`src/rtl/demosaic_pkg.sv`:
```
// Shared definitions for the demosaic pipeline stages.
//   WEIGHT_FRAC : fractional bits of the Q.20 interpolation weights
//   PIX_W       : output pixel width
//   acc_width() : accumulator width able to hold `taps` products of `prod_w` bits
//   acc_state_e : weighted-sum accumulator FSM states
package demosaic_pkg;

  localparam int WEIGHT_FRAC = 20;
  localparam int PIX_W       = 8;

  typedef enum logic {
    ST_IDLE  = 1'b0,
    ST_ACCUM = 1'b1
  } acc_state_e;

  function automatic int acc_width(input int prod_w, input int taps);
    return prod_w + $clog2(taps);
  endfunction

endpackage

```
`src/rtl/demosaic_skid2.sv`:
```
// Generic 2-entry valid/ready skid buffer (small FIFO), shared by demosaic stages.
// The head entry drives m_data directly from a flop, so the output is stable
// while m_valid is high and m_ready is low.
//   clk, rst        : clock, asynchronous active-high reset
//   s_valid/s_ready : write side; s_ready is high while an entry is free
//   s_data          : write data
//   m_valid/m_ready : read side
//   m_data          : head entry
//   count           : current occupancy (0..2)
module demosaic_skid2 #(
  parameter int W = 9
) (
  input  logic         clk,
  input  logic         rst,
  input  logic         s_valid,
  output logic         s_ready,
  input  logic [W-1:0] s_data,
  output logic         m_valid,
  input  logic         m_ready,
  output logic [W-1:0] m_data,
  output logic [1:0]   count
);

  logic [W-1:0] mem_q [2];
  logic [W-1:0] mem_d [2];
  logic         wr_ptr_q, wr_ptr_d;
  logic         rd_ptr_q, rd_ptr_d;
  logic [1:0]   cnt_q, cnt_d;
  logic         push, pop;

  assign s_ready = (cnt_q != 2'd2);
  assign m_valid = (cnt_q != 2'd0);
  assign m_data  = mem_q[rd_ptr_q];
  assign count   = cnt_q;

  always_comb begin
    push     = s_valid & s_ready;
    pop      = m_valid & m_ready;
    mem_d    = mem_q;
    if (push) mem_d[wr_ptr_q] = s_data;
    wr_ptr_d = wr_ptr_q ^ push;
    rd_ptr_d = rd_ptr_q ^ pop;
    cnt_d    = cnt_q + {1'b0, push} - {1'b0, pop};
  end

  for (genvar gi = 0; gi < 2; gi++) begin : g_entry
    always_ff @(posedge clk or posedge rst) begin
      if (rst) mem_q[gi] <= '0;
      else     mem_q[gi] <= mem_d[gi];
    end
  end

  always_ff @(posedge clk or posedge rst) begin
    if (rst) begin
      wr_ptr_q <= 1'b0;
      rd_ptr_q <= 1'b0;
      cnt_q    <= 2'd0;
    end else begin
      wr_ptr_q <= wr_ptr_d;
      rd_ptr_q <= rd_ptr_d;
      cnt_q    <= cnt_d;
    end
  end

endmodule

```
`src/rtl/demosaic_wsum_round_sat.sv`:
```
// Weighted-sum accumulate, round-to-nearest, shift and saturate for demosaic.
// Sums a group of up to TAPS unsigned pixel*weight products (closed by tlast or
// by reaching TAPS), rounds away SHIFT fraction bits, clamps to OUT_W bits and
// streams the pixel out through a 2-entry skid buffer.
// Optional build macro DEMOSAIC_SAT_CNT_EN enables the saturation counter;
// without it sat_cnt is tied to zero.
//   ap_clk, ap_rst          : clock, asynchronous active-high reset
//   s_prod_t{data,valid,last,ready} : product input stream
//   m_pix_t{data,user,valid,ready}  : pixel output stream, tuser = clamped
//   tap_err                 : sticky, a group reached TAPS without tlast
//   sat_cnt                 : count of clamped pixels transferred (optional)
module demosaic_wsum_round_sat
  import demosaic_pkg::*;
#(
  parameter int PROD_W = 28,
  parameter int OUT_W  = PIX_W,
  parameter int TAPS   = 4,
  parameter int SHIFT  = WEIGHT_FRAC
) (
  input  logic              ap_clk,
  input  logic              ap_rst,
  input  logic [PROD_W-1:0] s_prod_tdata,
  input  logic              s_prod_tvalid,
  input  logic              s_prod_tlast,
  output logic              s_prod_tready,
  output logic [OUT_W-1:0]  m_pix_tdata,
  output logic              m_pix_tuser,
  output logic              m_pix_tvalid,
  input  logic              m_pix_tready,
  output logic              tap_err,
  output logic [15:0]       sat_cnt
);

  localparam int ACC_W = acc_width(PROD_W, TAPS);
  localparam int CNT_W = $clog2(TAPS + 1);
  localparam logic [CNT_W-1:0] TAPS_C  = CNT_W'(TAPS);
  localparam logic [ACC_W:0]   RND     = (ACC_W + 1)'(1) << (SHIFT - 1);
  localparam logic [ACC_W:0]   PIX_MAX = {{(ACC_W + 1 - OUT_W){1'b0}}, {OUT_W{1'b1}}};

  acc_state_e       state_q, state_d;
  logic [ACC_W-1:0] acc_q, acc_d, acc_new;
  logic [ACC_W-1:0] sum_q, sum_d;
  logic [CNT_W-1:0] cnt_q, cnt_d, cnt_new;
  logic             sum_vld_q, sum_vld_d;
  logic             err_q, err_d;
  logic             rdy_q, rdy_d;
  logic             accept;
  logic [ACC_W-1:0] prod_ext;

  assign prod_ext      = {{(ACC_W - PROD_W){1'b0}}, s_prod_tdata};
  assign accept        = s_prod_tvalid & rdy_q;
  assign s_prod_tready = rdy_q;
  assign tap_err       = err_q;

  // Stage 1: group accumulation.
  always_comb begin
    state_d   = state_q;
    acc_d     = acc_q;
    cnt_d     = cnt_q;
    sum_d     = sum_q;
    sum_vld_d = 1'b0;
    err_d     = err_q;
    acc_new   = (state_q == ST_IDLE) ? prod_ext : acc_q + prod_ext;
    cnt_new   = (state_q == ST_IDLE) ? CNT_W'(1) : cnt_q + CNT_W'(1);
    if (accept) begin
      if (s_prod_tlast || (cnt_new == TAPS_C)) begin
        sum_d     = acc_new;
        sum_vld_d = 1'b1;
        state_d   = ST_IDLE;
        acc_d     = '0;
        cnt_d     = '0;
        if (!s_prod_tlast) err_d = 1'b1;
      end else begin
        state_d = ST_ACCUM;
        acc_d   = acc_new;
        cnt_d   = cnt_new;
      end
    end
  end

  // Stage 2: round, shift, saturate. The extra MSB keeps the rounding add from wrapping.
  logic [ACC_W:0]   rnd_sum, rnd_shr;
  logic             sat;
  logic [OUT_W:0]   pix_word;

  always_comb begin
    rnd_sum  = {1'b0, sum_q} + RND;
    rnd_shr  = rnd_sum >> SHIFT;
    sat      = (rnd_shr > PIX_MAX);
    pix_word = {sat, sat ? {OUT_W{1'b1}} : rnd_shr[OUT_W-1:0]};
  end

  logic           skid_s_ready;
  logic [OUT_W:0] skid_m_data;
  logic [1:0]     skid_cnt;
  logic           push, pop;
  logic [2:0]     occ_next;

  demosaic_skid2 #(.W(OUT_W + 1)) u_skid (
    .clk     (ap_clk),
    .rst     (ap_rst),
    .s_valid (sum_vld_q),
    .s_ready (skid_s_ready),
    .s_data  (pix_word),
    .m_valid (m_pix_tvalid),
    .m_ready (m_pix_tready),
    .m_data  (skid_m_data),
    .count   (skid_cnt)
  );

  assign m_pix_tdata = skid_m_data[OUT_W-1:0];
  assign m_pix_tuser = skid_m_data[OUT_W];

  // A closing product accepted next cycle lands in the buffer two cycles later.
  // Ready is granted only if the buffer plus the in-flight sum leave room for it
  // even when no pixel drains in the meantime.
  always_comb begin
    push     = sum_vld_q & skid_s_ready;
    pop      = m_pix_tvalid & m_pix_tready;
    occ_next = {1'b0, skid_cnt} + {2'b0, push} - {2'b0, pop};
    rdy_d    = (occ_next + {2'b0, sum_vld_d}) <= 3'd1;
  end

  always_ff @(posedge ap_clk or posedge ap_rst) begin
    if (ap_rst) begin
      state_q   <= ST_IDLE;
      acc_q     <= '0;
      cnt_q     <= '0;
      sum_q     <= '0;
      sum_vld_q <= 1'b0;
      err_q     <= 1'b0;
      rdy_q     <= 1'b0;
    end else begin
      state_q   <= state_d;
      acc_q     <= acc_d;
      cnt_q     <= cnt_d;
      sum_q     <= sum_d;
      sum_vld_q <= sum_vld_d;
      err_q     <= err_d;
      rdy_q     <= rdy_d;
    end
  end

`ifdef DEMOSAIC_SAT_CNT_EN
  logic [15:0] sat_cnt_q, sat_cnt_d;

  always_comb begin
    sat_cnt_d = sat_cnt_q;
    if (pop && m_pix_tuser && (sat_cnt_q != 16'hFFFF)) sat_cnt_d = sat_cnt_q + 16'd1;
  end

  always_ff @(posedge ap_clk or posedge ap_rst) begin
    if (ap_rst) sat_cnt_q <= '0;
    else        sat_cnt_q <= sat_cnt_d;
  end

  assign sat_cnt = sat_cnt_q;
`else
  assign sat_cnt = '0;
`endif

endmodule

```
`config.mk`:
```
export PLATFORM = sky130hd
export DESIGN_NAME = demosaic_wsum_round_sat
export DESIGN_NICKNAME = d
export VERILOG_FILES = /design/src/rtl/demosaic_pkg.sv /design/src/rtl/demosaic_skid2.sv /design/src/rtl/demosaic_wsum_round_sat.sv
export SDC_FILE = /design/constraint.sdc
export NUM_CORES = 1
export LEC_CHECK = 0
export CAP_MARGIN = 20
export CORE_ASPECT_RATIO = 0.75
export CORE_MARGIN = 2
export CORE_UTILIZATION = 55
export DETAILED_ROUTE_END_ITERATION = 10
export DONT_BUFFER_PORTS = 1
export PLACE_DENSITY = 0.7
export SLEW_MARGIN = 15
export SYNTH_ARGS = -nofsm -noshare
export SYNTH_HDL_FRONTEND = slang
export SYNTH_HIERARCHICAL = 1
export SYNTH_SLANG_ARGS = --single-unit
```
`constraint.sdc`:
```
create_clock -name ap_clk -period 3.1 [get_ports ap_clk]
set_input_delay 0.31 -clock ap_clk [delete_from_list [all_inputs] [get_ports ap_clk]]
set_output_delay 0.31 -clock ap_clk [all_outputs]
set_load 0.01 [all_outputs]
```
# After elaboration in Yosys (flattened, before gate mapping)
# Cells that the tools add are included.
[op_classes]
n_addsub = 8
magnitude_cmp = 5
n_eq_ne = 2
mux = 14
bitwise_logic = 8
reduce_logical = 5
[op_table]
columns = ["op", "n"]
rows = [
  ["$mux 30", 2],
  ["$mux 9", 4],
  ["$add 30x20->31 const B", 1],
  ["$add 30x28->30", 1],
  ["$bwmux 18", 1],
  ["$gt 11x8->1 const B", 1],
  ["$demux 9 s1", 1],
  ["$mux 8", 1],
  ["$mux 3", 2],
  ["$ge 2x2->1 const B", 2],
  ["$not 1->2", 2],
  ["$add 2x1->3", 1],
  ["$add 3x1->3", 1],
  ["$add 3x1->3 const B", 1],
  ["$and 1x1->1", 3],
  ["$eq 3x3->1 const B", 1],
  ["$le 3x1->1 const B", 1],
  ["$mux 1", 3],
  ["$reduce_and 3->1", 1],
  ["$sub 3x1->3", 1],
  ["$add 2x1->2", 1],
  ["$lt 2x1->1 const B", 1],
  ["$ne 2x2->1 const B", 1],
  ["$reduce_and 2->1", 1],
  ["other kinds (6)", 7],
]
[word_totals]
register_bits = 89
inputBits = 33
output_inout_bits = 28
wordCells = 54

# Longest topological paths before layout
# Gate-level depths: netlist (run 1).
[logic_depth]
word_depth = 8
mapped_depth = 10
ltp_nobuf = 10

# By module
# The synthesis (run 1) kept the hierarchy.
[by_module_without_submodules]
columns = ["mod", "instances", "cells_each", "area_each_um2", "seq_area_each_um2"]
rows = [
  ["demosaic_wsum_round_sat", 1, 475, 4023.9, 1201.2],
  ["demosaic_skid2", 1, 68, 1111.1, 550.5],
]

# Worst setup path after synthesis (run 1)
# Ideal clock, no wire load.
[synth_path]
kind = "flip-flop to flip-flop"
startpoint = "register cnt_q[0]"
endpoint = "register rdy_q, in the netlist s_prod_tready"
setup_time_ns = 0.119
arrival_time_ns = 2.488
required_time_ns = 2.981
slack_ns = 0.493
stages_incl_launch_ff = 10
n_path_buf = 1
synth_period_minus_slack_ns = 2.607
path_cell_list = "dfrtp_1 ha_1 xnor2_1 nor3_1 o21ai_1 clkbuf_1 fa_1 fa_1 xnor2_1 and2_1"
[synth_between]
elab_chain_len = 8
[synth_rtl]
columns = ["element", "line_no", "text"]
rows = [
  ["from (decl)", "demosaic_wsum_round_sat.sv:43", "logic [CNT_W-1:0] cnt_q, cnt_d, cnt_new;"],
  ["from (signal assigned)", "demosaic_wsum_round_sat.sv:136", "cnt_q <= cnt_d;"],
  ["$add 3x1->3", "demosaic_wsum_round_sat.sv:64", "cnt_new = (state_q == ST_IDLE) ? CNT_W'(1) : cnt_q + CNT_W'(1);"],
  ["$mux 3", "demosaic_wsum_round_sat.sv:64", ""],
  ["$eq 3x3->1", "demosaic_wsum_round_sat.sv:66", "if (s_prod_tlast || (cnt_new == TAPS_C)) begin"],
  ["$logic_or 1x1->1", "demosaic_wsum_round_sat.sv:66", ""],
  ["$mux 1", "demosaic_wsum_round_sat.sv:66", ""],
  ["$mux 1", "demosaic_wsum_round_sat.sv:65", "if (accept) begin"],
  ["$add 3x1->3", "demosaic_wsum_round_sat.sv:121", "rdy_d = (occ_next + {2'b0, sum_vld_d}) <= 3'd1;"],
  ["$le 3x1->1", "demosaic_wsum_round_sat.sv:121", ""],
  ["named net rdy_d", "demosaic_wsum_round_sat.sv:46", "logic rdy_q, rdy_d;"],
  ["to (signal assigned)", "demosaic_wsum_round_sat.sv:140", "rdy_q <= rdy_d;"],
  ["to (decl)", "demosaic_wsum_round_sat.sv:46", ""],
]
# The timed path passes the listed nets, and every way through them passes these cells.
# A chain may end at the register's enable or synchronous reset.

# Worst setup path in the final report (run 1)
[layout_path]
startpoint = "register acc_q[0]"
endpoint = "register acc_q[22]"
[layout_between]
elab_chain_len = 3
[layout_rtl]
columns = ["element", "line_no", "text"]
rows = [
  ["from (decl)", "demosaic_wsum_round_sat.sv:41", "logic [ACC_W-1:0] acc_q, acc_d, acc_new;"],
  ["from (signal assigned)", "demosaic_wsum_round_sat.sv:127", "acc_q <= '0;"],
  ["from (signal assigned)", "demosaic_wsum_round_sat.sv:135", "acc_q <= acc_d;"],
  ["$add 30x28->30", "demosaic_wsum_round_sat.sv:63", "acc_new = (state_q == ST_IDLE) ? prod_ext : acc_q + prod_ext;"],
  ["$mux 30", "demosaic_wsum_round_sat.sv:63", ""],
  ["$mux 30", "demosaic_wsum_round_sat.sv:66", ""],
]
# No other way between the ends.

==> impl_metrics.tcl, run 1 <==
set metrics [dict create \
    cts_setup_buffers 0 \
    finClkSkew_ns 0.00801 \
    grt_pass1_wl_mm 19.9 \
    synthDominantCellAreaShare_pct 34.1 \
    p_comb_share_pct 52.7 \
    syn_inst 543 \
    p_int_uw 3240 \
    overflow 0 \
    clock.fmax_ghz 0.376 \
    fp.dieW_um 116 \
    maxSlewHeadroom_pct 42.2 \
    outcome "completed" \
    viasPerCell 5.98 \
    grt_max_degree 49 \
    crit_type "flip-flop to flip-flop" \
    core_area_sq_um 9050 \
    crit_path_end_kind "flip-flop" \
    drtPass1Iterations 5 \
    synth-edff-count 0 \
    switching_share_pct 42.2 \
    worst_pin_slew_ns 0.867 \
    track_usage_pct 25.3 \
    fin_crit_ns 2.66 \
    place_hpwl_mm 8.70 \
    power_uw 5600 \
    nets 606 \
    hold_path_class "input pin to async pin" \
    antenna_found_initial 0 \
    setup_viol 0 \
    clk_path_buf_depth 2 \
    dieArea_sq_um 10100 \
    yosysMostFrequentCell "dfrtp_1" \
    fin_crit_sh_pct 85.7 \
    drv_cap 0 \
    finalHoldViolations 0 \
    critPathRequiredTime_ns 3.31 \
    synth.area.top_cells "dfrtp_1 (34%), ha_1 (8.5%), mux2_4 (8.2%), o21ai_0 (4.8%), nand2_1 (4.1%)" \
    p_leak_uw 0.00259 \
    whs_ns 0.000376 \
    wl_mm 11.9 \
    io_buffers 0 \
    synthTopCellsByCount "dfrtp_1 (70), nand2_1 (56), o21ai_0 (49), a21oi_1 (35), ha_1 (35)" \
    yosysSeqAreaShare_pct 34.1 \
    numCtsBuffers 9 \
    async_flop_share_pct 100 \
    grt_pass1_vias 3963 \
    finalNonFillerCells 668 \
    tns_ns 0 \
    cts.sinks 70 \
    yosysWarningCount 6 \
    p_clk_share_pct 17.4 \
    cts_tree "built" \
    path_max_fanout 4 \
    yosysTopAreaCell "dfrtp_1" \
    std_cell_rows 30 \
    route.detailed.drc 0 \
    critPathLaunchType "flip-flop" \
    cts_hold_buf 0 \
    ys_ff_latch 70 \
    sequentialPowerShare_pct 29.9 \
    vias 3993 \
    netlist_area_sq_um 5130 \
    chipHeight_um 87.7 \
    power.switching_uw 2360 \
    dp_cells 652 \
    pre_cts_slack_ns 0.449 \
    cellPowerDensity_nw_per_um2 1030 \
    worstPathArrival_ns 2.86 \
    yosys.cell_types.count 66 \
    peakVddDrop_mv 0.385 \
    synth_flop_cell "dfrtp_1" \
    num_io_pins 61 \
    fin_ws_ns 0.443 \
    drv_slew 0 \
    wl_per_cell_um 17.7 \
    drtAntennaViolNets 0 \
    start_util_pct 56.8 \
    worstSkewPairLatency_ns 0.34 \
    globalplace.congestion 0.914 \
    clockRootBuffer "clkbuf_16" \
    cts-htree-levels 3 \
    drt-initial-drc-count 244 \
    cts_resized 0 \
    num_antenna_cells 0 \
    drive_gt1_share_pct 12.0 \
    path_clk_slew_ns 0.06 \
    rsz0062_at_grt "no" \
    syn_avg_cell_area_sq_um 9.46 \
    layout-area-overhead-vs-synth_pct 5.82 \
]
registers in the layout (all words and copies together), names as in the netlist:
signal and cells:
u_skid/rd_ptr_q 1, s_prod_tready 1, sum_q 11, tap_err 1, state_q 1, sum_vld_q 1
acc_q 30, u_skid/count 2, u_skid/wr_ptr_q 1, cnt_q 3, u_skid/mem_q 18
worst max-delay path, stage by stage, from the launching register on:
cell and delay (ns):
dfrtp_1 0.38, ha_1 0.22, fa_1 0.41, a21o_1 0.19
nand4_1 0.11, a21oi_1 0.12, o21a_1 0.23, nand2b_1 0.22
a41oi_1 0.26, xor2_1 0.26, o21ai_0 0.12
final timing paths:
path,start,to,slack [ns],depth (start not counted)
max reg2reg,acc_q[0],acc_q[22],0.44,10
min,ap_rst,s_prod_tready,0.0004,1
max in group asynchronous,ap_rst,u_skid/mem_q[13],2.54,1
max,acc_q[0],acc_q[22],0.44,10
min in group ap_clk,s_prod_tlast,cnt_q[0],0.08,1
min reg2reg,acc_q[0],acc_q[0],0.49,2
area by class of cell:
cell class / count / area (sq um)
clock inverter: 5 / 33.8
fill: 786 / 3610
tap: 128 / 160
timing repair buffer: 6 / 45.0
sequential: 70 / 1750
multi-input combinational: 432 / 3140
clock buffer: 11 / 243
inverter: 16 / 61.3
cell usage in the layout (no fill, tap or decap), types with 3 or more instances in the layout:
| cell | Yosys | layout |
|---|---|---|
| or3_1 | 5 | 5 |
| o21ai_1 | 7 | 7 |
| clkinv_2 | 0 | 3 |
| conb_1 | 1 | 16 |
| mux2_4 | 28 | 28 |
| and3_1 | 8 | 8 |
| nor3_1 | 4 | 4 |
| a31oi_1 | 6 | 6 |
| nor2_1 | 23 | 23 |
| a22oi_1 | 8 | 8 |
| nand4_1 | 8 | 8 |
| nand3_1 | 12 | 12 |
| o21ai_0 | 49 | 49 |
| nand2_1 | 56 | 56 |
| a211oi_1 | 4 | 4 |
| and2_1 | 4 | 4 |
| mux2i_1 | 13 | 13 |
| inv_1 | 16 | 15 |
| a32oi_1 | 3 | 3 |
| xnor2_1 | 18 | 18 |
| a21oi_1 | 35 | 35 |
| xor2_1 | 17 | 17 |
| dfrtp_1 | 70 | 70 |
| a21o_1 | 15 | 15 |
| buf_4 | 17 | 6 |
| nor2b_1 | 3 | 3 |
| o21a_1 | 6 | 6 |
| clkbuf_16 | 0 | 9 |
| fa_1 | 3 | 3 |
| ha_1 | 35 | 35 |
| nand2b_1 | 8 | 8 |
metal layers:
metal  up-vias  routed length, um  GRT usage (%)
met2       121               5080           38.1
met5         -                  0              0
li1       1900                  -              -
met4         0                195           7.78
met1      1957               5750           36.0
met3        15                837           6.30
power groups by stage:
stage               Combinational (uW)  Sequential, uW  Clock (uW)
finish                            2960            1670         974
global route                      3290            1730        1040
CTS                               2940            1670         990
detailed placement                2910            1680           0
global placement                  2840            1660           0
floorplan                         2470            1550           0
metrics by stage:
stage	cell area (sq um)	util, %
global route	5430	60.1
CTS	5430	60.1
detailed placement	5160	57.0
floorplan	5190	-
finish	5430	60.1
global placement	5160	57.0
cell families after synthesis:
| family | synth area share [%] |
|---|---|
| adders and majority gates | 9.70 |
| xor gates and xnor gates | 5.97 |
| and+or+nand+nor | 14.1 |
| AOI/OAI and AO/OA | 19.1 |
| DFF | 34.1 |
| other | 0.0730 |
| muxes | 11.2 |
| buffers and inverters | 5.85 |
Power figures use the tool's default switching activity.
==> run 2, diff against run 1 <==
- CELL_PAD_IN_SITES_DETAIL_PLACEMENT: unset -> 1
- CELL_PAD_IN_SITES_GLOBAL_PLACEMENT: unset -> 1
- CORE_UTILIZATION: 55 -> 50
- PLACE_DENSITY: 0.7 -> unset
- PLACE_DENSITY_LB_ADDON: unset -> 0.1
- SLEW_MARGIN: 15 -> 40
==> impl_metrics.tcl, run 2 (synthesized netlist as in run 1, its figures left out) <==
set metrics [dict create \
    crit_type "flip-flop to flip-flop" \
    worst_pin_slew_ns 0.733 \
    dp_cells 661 \
    core_area_sq_um 10100 \
    grt_pass1_wl_mm 23.1 \
    busiest_layer "met2" \
    drtPass1Iterations 4 \
    globalplace.congestion 0.838 \
    peakVddDrop_mv 0.445 \
    io_buffers 0 \
    maxSlewHeadroom_pct 51.1 \
    cellPowerDensity_nw_per_um2 1060 \
    route.detailed.drc 0 \
    grt_max_degree 40 \
    viasPerCell 5.97 \
    fin_crit_ns 2.81 \
    clock.fmax_ghz 0.355 \
    final_common_cell "dfrtp_1" \
    layout-area-overhead-vs-synth_pct 7.16 \
    grt_pass1_vias 4248 \
    wl_per_cell_um 20.6 \
    cts.sinks 70 \
    wl_mm 14.0 \
    fin_crit_sh_pct 90.8 \
    critical_path_buf_inv_count 0 \
    finalHoldViolations 0 \
    drive_gt1_share_pct 12.4 \
    dieArea_sq_um 11100 \
    num_io_pins 61 \
    path_max_fanout 4 \
    crit_family "compound AO/OA/AOI/OAI gates" \
    grt_util_met2_pct 40.7 \
    antenna_found_initial 0 \
    crit_path_end_kind "flip-flop" \
    nets 609 \
    drtAntennaViolNets 0 \
    regMostFlops "acc_q" \
    path_clk_slew_ns 0.06 \
    worstPathArrival_ns 3.02 \
    finClkSkew_ns 0.00569 \
    finish.utilization_pct 54.3 \
    numCtsBuffers 9 \
    use_met3_pct 5.66 \
    track_usage_pct 26.6 \
    power_uw 5830 \
    drv_cap 0 \
    drt-initial-drc-count 203 \
    tns_ns 0 \
    reg.largest.list "acc_q (30), u_skid/mem_q (18), sum_q (11)" \
    setup_viol 0 \
    vias 4051 \
    cts_resized 0 \
    chipHeight_um 91.8 \
    largest_register_ffs 30 \
    finalNonFillerCells 678 \
    use_met1_pct 38.2 \
    cts_setup_buffers 0 \
    worstSkewPairLatency_ns 0.33 \
    fp.dieW_um 121 \
    std_cell_rows 32 \
    place_hpwl_mm 9.88 \
    critPathRequiredTime_ns 3.30 \
    outcome "completed" \
    cts-htree-levels 3 \
    rsz0062_at_grt "no" \
    slowest_delay_ns 0.42 \
    start_util_pct 50.7 \
    overflow 0 \
    drv_slew 0 \
    hold_path_class "input pin to flip-flop" \
    clk_path_buf_depth 2 \
    num_antenna_cells 0 \
    critPathLaunchType "flip-flop" \
    clockRootBuffer "clkbuf_16" \
    cp_slowest_cell "fa_1" \
    final_cell_mix "dfrtp_1 (70), nand2_1 (56), o21ai_0 (49)" \
    timing.critical_path.cells "ha_1 > fa_1 > a21o_1 > nand4_1 > a21oi_1 > o21a_1 > nand2b_1 > a41oi_1 > xor2_1 > o21ai_0" \
    cts_tree "built" \
    p_leak_uw 0.00262 \
]
## run 2: layout make-up
cell class | count | area [sq um]
clock inverters | 5 | 75.1
fillers | 1140 | 4630
clock buffers | 10 | 229
flip-flops and latches | 70 | 1750
multi-input cells | 432 | 3140
repair buffers | 9 | 72.6
well taps | 136 | 170
inverters | 16 | 62.6
## run 2: per-stage QoR
step | area, sq um | worst slack [ns] | hold WS, ns
after floorplan | 5190 | 0.493 | 0.299
after global placement | 5170 | 0.512 | 0.395
after detailed placement | 5180 | 0.488 | 0.270
after CTS | 5490 | 0.303 | 0.0532
after global routing | 5500 | 0.180 | 0.0820
final | 5500 | 0.285 | 0.0803
## run 2: timing repair
| action | in CTS | in global routing |
|---|---|---|
| hold buffers | 1 | 1 |
| endpoints found under the setup margin | 0 | 0 |
| endpoints found under the hold margin | 38 | 22 |
## run 2: final timing paths
| path | slack [ns] | depth (start not counted) | start | endpoint |
|---|---|---|---|---|
| worst min register to register | 0.49 | 2 | acc_q[20] | acc_q[20] |
| worst max-delay path | 0.29 | 10 | acc_q[0] | sum_q[22] |
| max in group asynchronous | 2.01 | 3 | ap_rst | acc_q[9] |
| worst min-delay path | 0.08 | 1 | s_prod_tlast | cnt_q[1] |
| min in group asynchronous | 0.46 | 2 | ap_rst | u_skid/rd_ptr_q |
| worst max register to register | 0.29 | 10 | acc_q[0] | sum_q[22] |
## run 2: power breakdown
part	switching (uW)	total, uW	internal, uW
Clock	391	1090	696
Sequential	359	1680	1330
Combinational	1710	3060	1350
Total	2460	5830	3380
## run 2: worst reg2reg max path, cell delays in order (launching register included)
cell	delay (ns)
dfrtp_1	0.38
ha_1	0.23
fa_1	0.42
a21o_1	0.19
nand4_1	0.11
a21oi_1	0.11
o21a_1	0.24
nand2b_1	0.24
a41oi_1	0.35
xor2_1	0.28
o21ai_0	0.13
## run 2: routing by layer
metal / wire length, um / vias up / part of all wire (%)
met5: 0 / - / 0
met4: 193 / 0 / 1.4
met3: 882 / 15 / 6.3
met2: 6290 / 106 / 45
met1: 6640 / 2031 / 47
li1: - / 1899 / -
==> run 3, diff against run 2 <==
- CTS_CLUSTER_DIAMETER: unset -> 80
- GPL_TIMING_DRIVEN: unset -> 0
- SKIP_LAST_GASP: unset -> 1
==> impl_metrics.tcl, run 3 (synthesized netlist as in run 1, its figures left out) <==
set metrics [dict create \
    critPathRequiredTime_ns 3.33 \
    multi_input_area_sq_um 3150 \
    reg2regPathDepth 9 \
    stdcell_area_sq_um 5720 \
    power.switching_uw 2500 \
    met3WireLength_um 897 \
    drtAntennaViolNets 0 \
    antenna_found_initial 0 \
    finClkSkew_ns 0.00998 \
    peakVddDrop_mv 0.459 \
    clk_path_buf_depth 2 \
    p_int_uw 3380 \
    tns_ns 0 \
    wl_per_cell_um 20.2 \
    path_max_fanout 10 \
    vias 4144 \
    viasPerCell 5.81 \
    route.detailed.drc 0 \
    crit_start "cnt_q[0]" \
    rrSetupSlack_ns 0.20 \
    track_usage_pct 27.7 \
    std_cell_rows 32 \
    nets 643 \
    drt-initial-drc-count 207 \
    num_io_pins 61 \
    reg.largest.list "acc_q (30), u_skid/mem_q (18), sum_q (11)" \
    setup_viol 0 \
    cellPowerDensity_nw_per_um2 1030 \
    drive_gt1_share_pct 15.3 \
    final_cell_mix "dfrtp_1 (70), nand2_1 (56), o21ai_0 (49)" \
    dr_wl_met2_mm 6.62 \
    fin_crit_ns 2.90 \
    overflow 0 \
    fp.dieW_um 121 \
    slowest_delay_ns 0.49 \
    fill_cells 1163 \
    sequentialPowerShare_pct 27.9 \
    clockRootBuffer "clkbuf_16" \
    route.layer.met1.wl_mm 6.83 \
    finalHoldViolations 0 \
    dieArea_sq_um 11100 \
    globalplace.congestion 0.860 \
    chipHeight_um 91.8 \
    fin_crit_sh_pct 93.4 \
    hp-start "s_prod_tlast" \
    regMostFlops "acc_q" \
    layout-area-overhead-vs-synth_pct 11.5 \
    place_hpwl_mm 10.8 \
    cts_tree "built" \
    finish.utilization_pct 56.5 \
    grt_max_degree 33 \
    p_clk_share_pct 18.2 \
    num_antenna_cells 0 \
    p_leak_uw 0.00274 \
    timing.critical_path.cells "ha_1 > xnor2_1 > nor3_2 > o21ai_2 > clkbuf_2 > fa_1 > fa_1 > xnor2_1 > and2_1" \
    drv_slew 0 \
    timing.rr.start "cnt_q[0]" \
    drtPass1Iterations 4 \
    power_uw 5880 \
    worstPathArrival_ns 3.12 \
    grt_pass1_vias 4503 \
    cp_slowest_cell "fa_1" \
    wl_mm 14.4 \
    worst_pin_slew_ns 0.883 \
    holdPathEnd "cnt_q[0]" \
    final_common_cell "dfrtp_1" \
    rr_endpoint "s_prod_tready" \
    start_util_pct 50.7 \
    worstSkewPairLatency_ns 0.34 \
    register_area_sq_um 1750 \
    grt_pass1_wl_mm 23.8 \
    rsz0062_at_grt "no" \
    maxSlewHeadroom_pct 41.2 \
    critPathLaunchType "flip-flop" \
    critical_path_buf_inv_count 1 \
    placed_cell_area_sq_um 5380 \
    io_buffers 0 \
    cts.sinks 70 \
    whs_path_depth 1 \
    cts_setup_buffers 0 \
    clock.fmax_ghz 0.345 \
    largest_register_ffs 30 \
    core_area_sq_um 10100 \
    crit_path_end_kind "flip-flop" \
    hold_path_class "input pin to flip-flop" \
    switching_share_pct 42.5 \
    numCtsBuffers 9 \
    p_comb_share_pct 53.9 \
    crit_type "flip-flop to flip-flop" \
    drv_cap 0 \
    top_layer "met4" \
    outcome "completed" \
    crit_family "adder cells" \
    whs_ns 0.0670 \
    cts-htree-levels 3 \
    path_clk_slew_ns 0.06 \
]
-- run 3: cell types whose count changed in the layout (fill, tap and decap cells not counted), sizes merged --
| cell | previous run | this run |
|---|---|---|
| buf | 7 | 26 |
| bufinv | 2 | 1 |
| clkbuf | 10 | 26 |
| clkinv | 3 | 1 |
| clkinvlp | 0 | 3 |
-- run 3: through the flow --
stage,setup WS (ns),cells
floorplan,0.493,558
global placement,0.0589,694
detailed placement,-0.0442,695
CTS,0.0717,712
global route,0.0582,713
finish,0.203,713
-- run 3: power groups by stage --
| stage | Combinational, uW | Sequential, uW | Clock [uW] |
|---|---|---|---|
| finish | 3170 | 1640 | 1070 |
| global route | 3530 | 1700 | 1120 |
| CTS | 3150 | 1640 | 1080 |
| detailed placement | 3110 | 1650 | 0 |
| global placement | 2950 | 1610 | 0 |
| floorplan | 2470 | 1550 | 0 |
-- run 3: worst max-delay path by stage --
stage | endpoint | cells after the start
after floorplan | s_prod_tready | 9
after detailed placement | s_prod_tready | 9
after global placement | s_prod_tready | 9
final | s_prod_tready | 9
after global routing | s_prod_tready | 9
after CTS | s_prod_tready | 9
-- run 3: metal layers --
metal / vias up / track usage (%)
met3: 5 / 6.41
met5: - / 0
li1: 1967 / -
met1: 2067 / 38.4
met4: 0 / 4.84
met2: 105 / 44.9
-- run 3: area by class of cell --
class	count	area share, %
tap	136	2.97
inverter	16	1.09
clock buffer	11	4.42
clock inverter	5	1.01
sequential	70	30.6
timing repair buffer	3	0.699
buffer	40	4.22
multi-input combinational	432	55.0
-- run 3: timing repair --
action                                  4_1_cts  5_1_grt
gates resized for setup                       2        1
hold buffers                                  1        1
endpoints found under the setup margin        1        1
hold endpoints to repair                     16       22
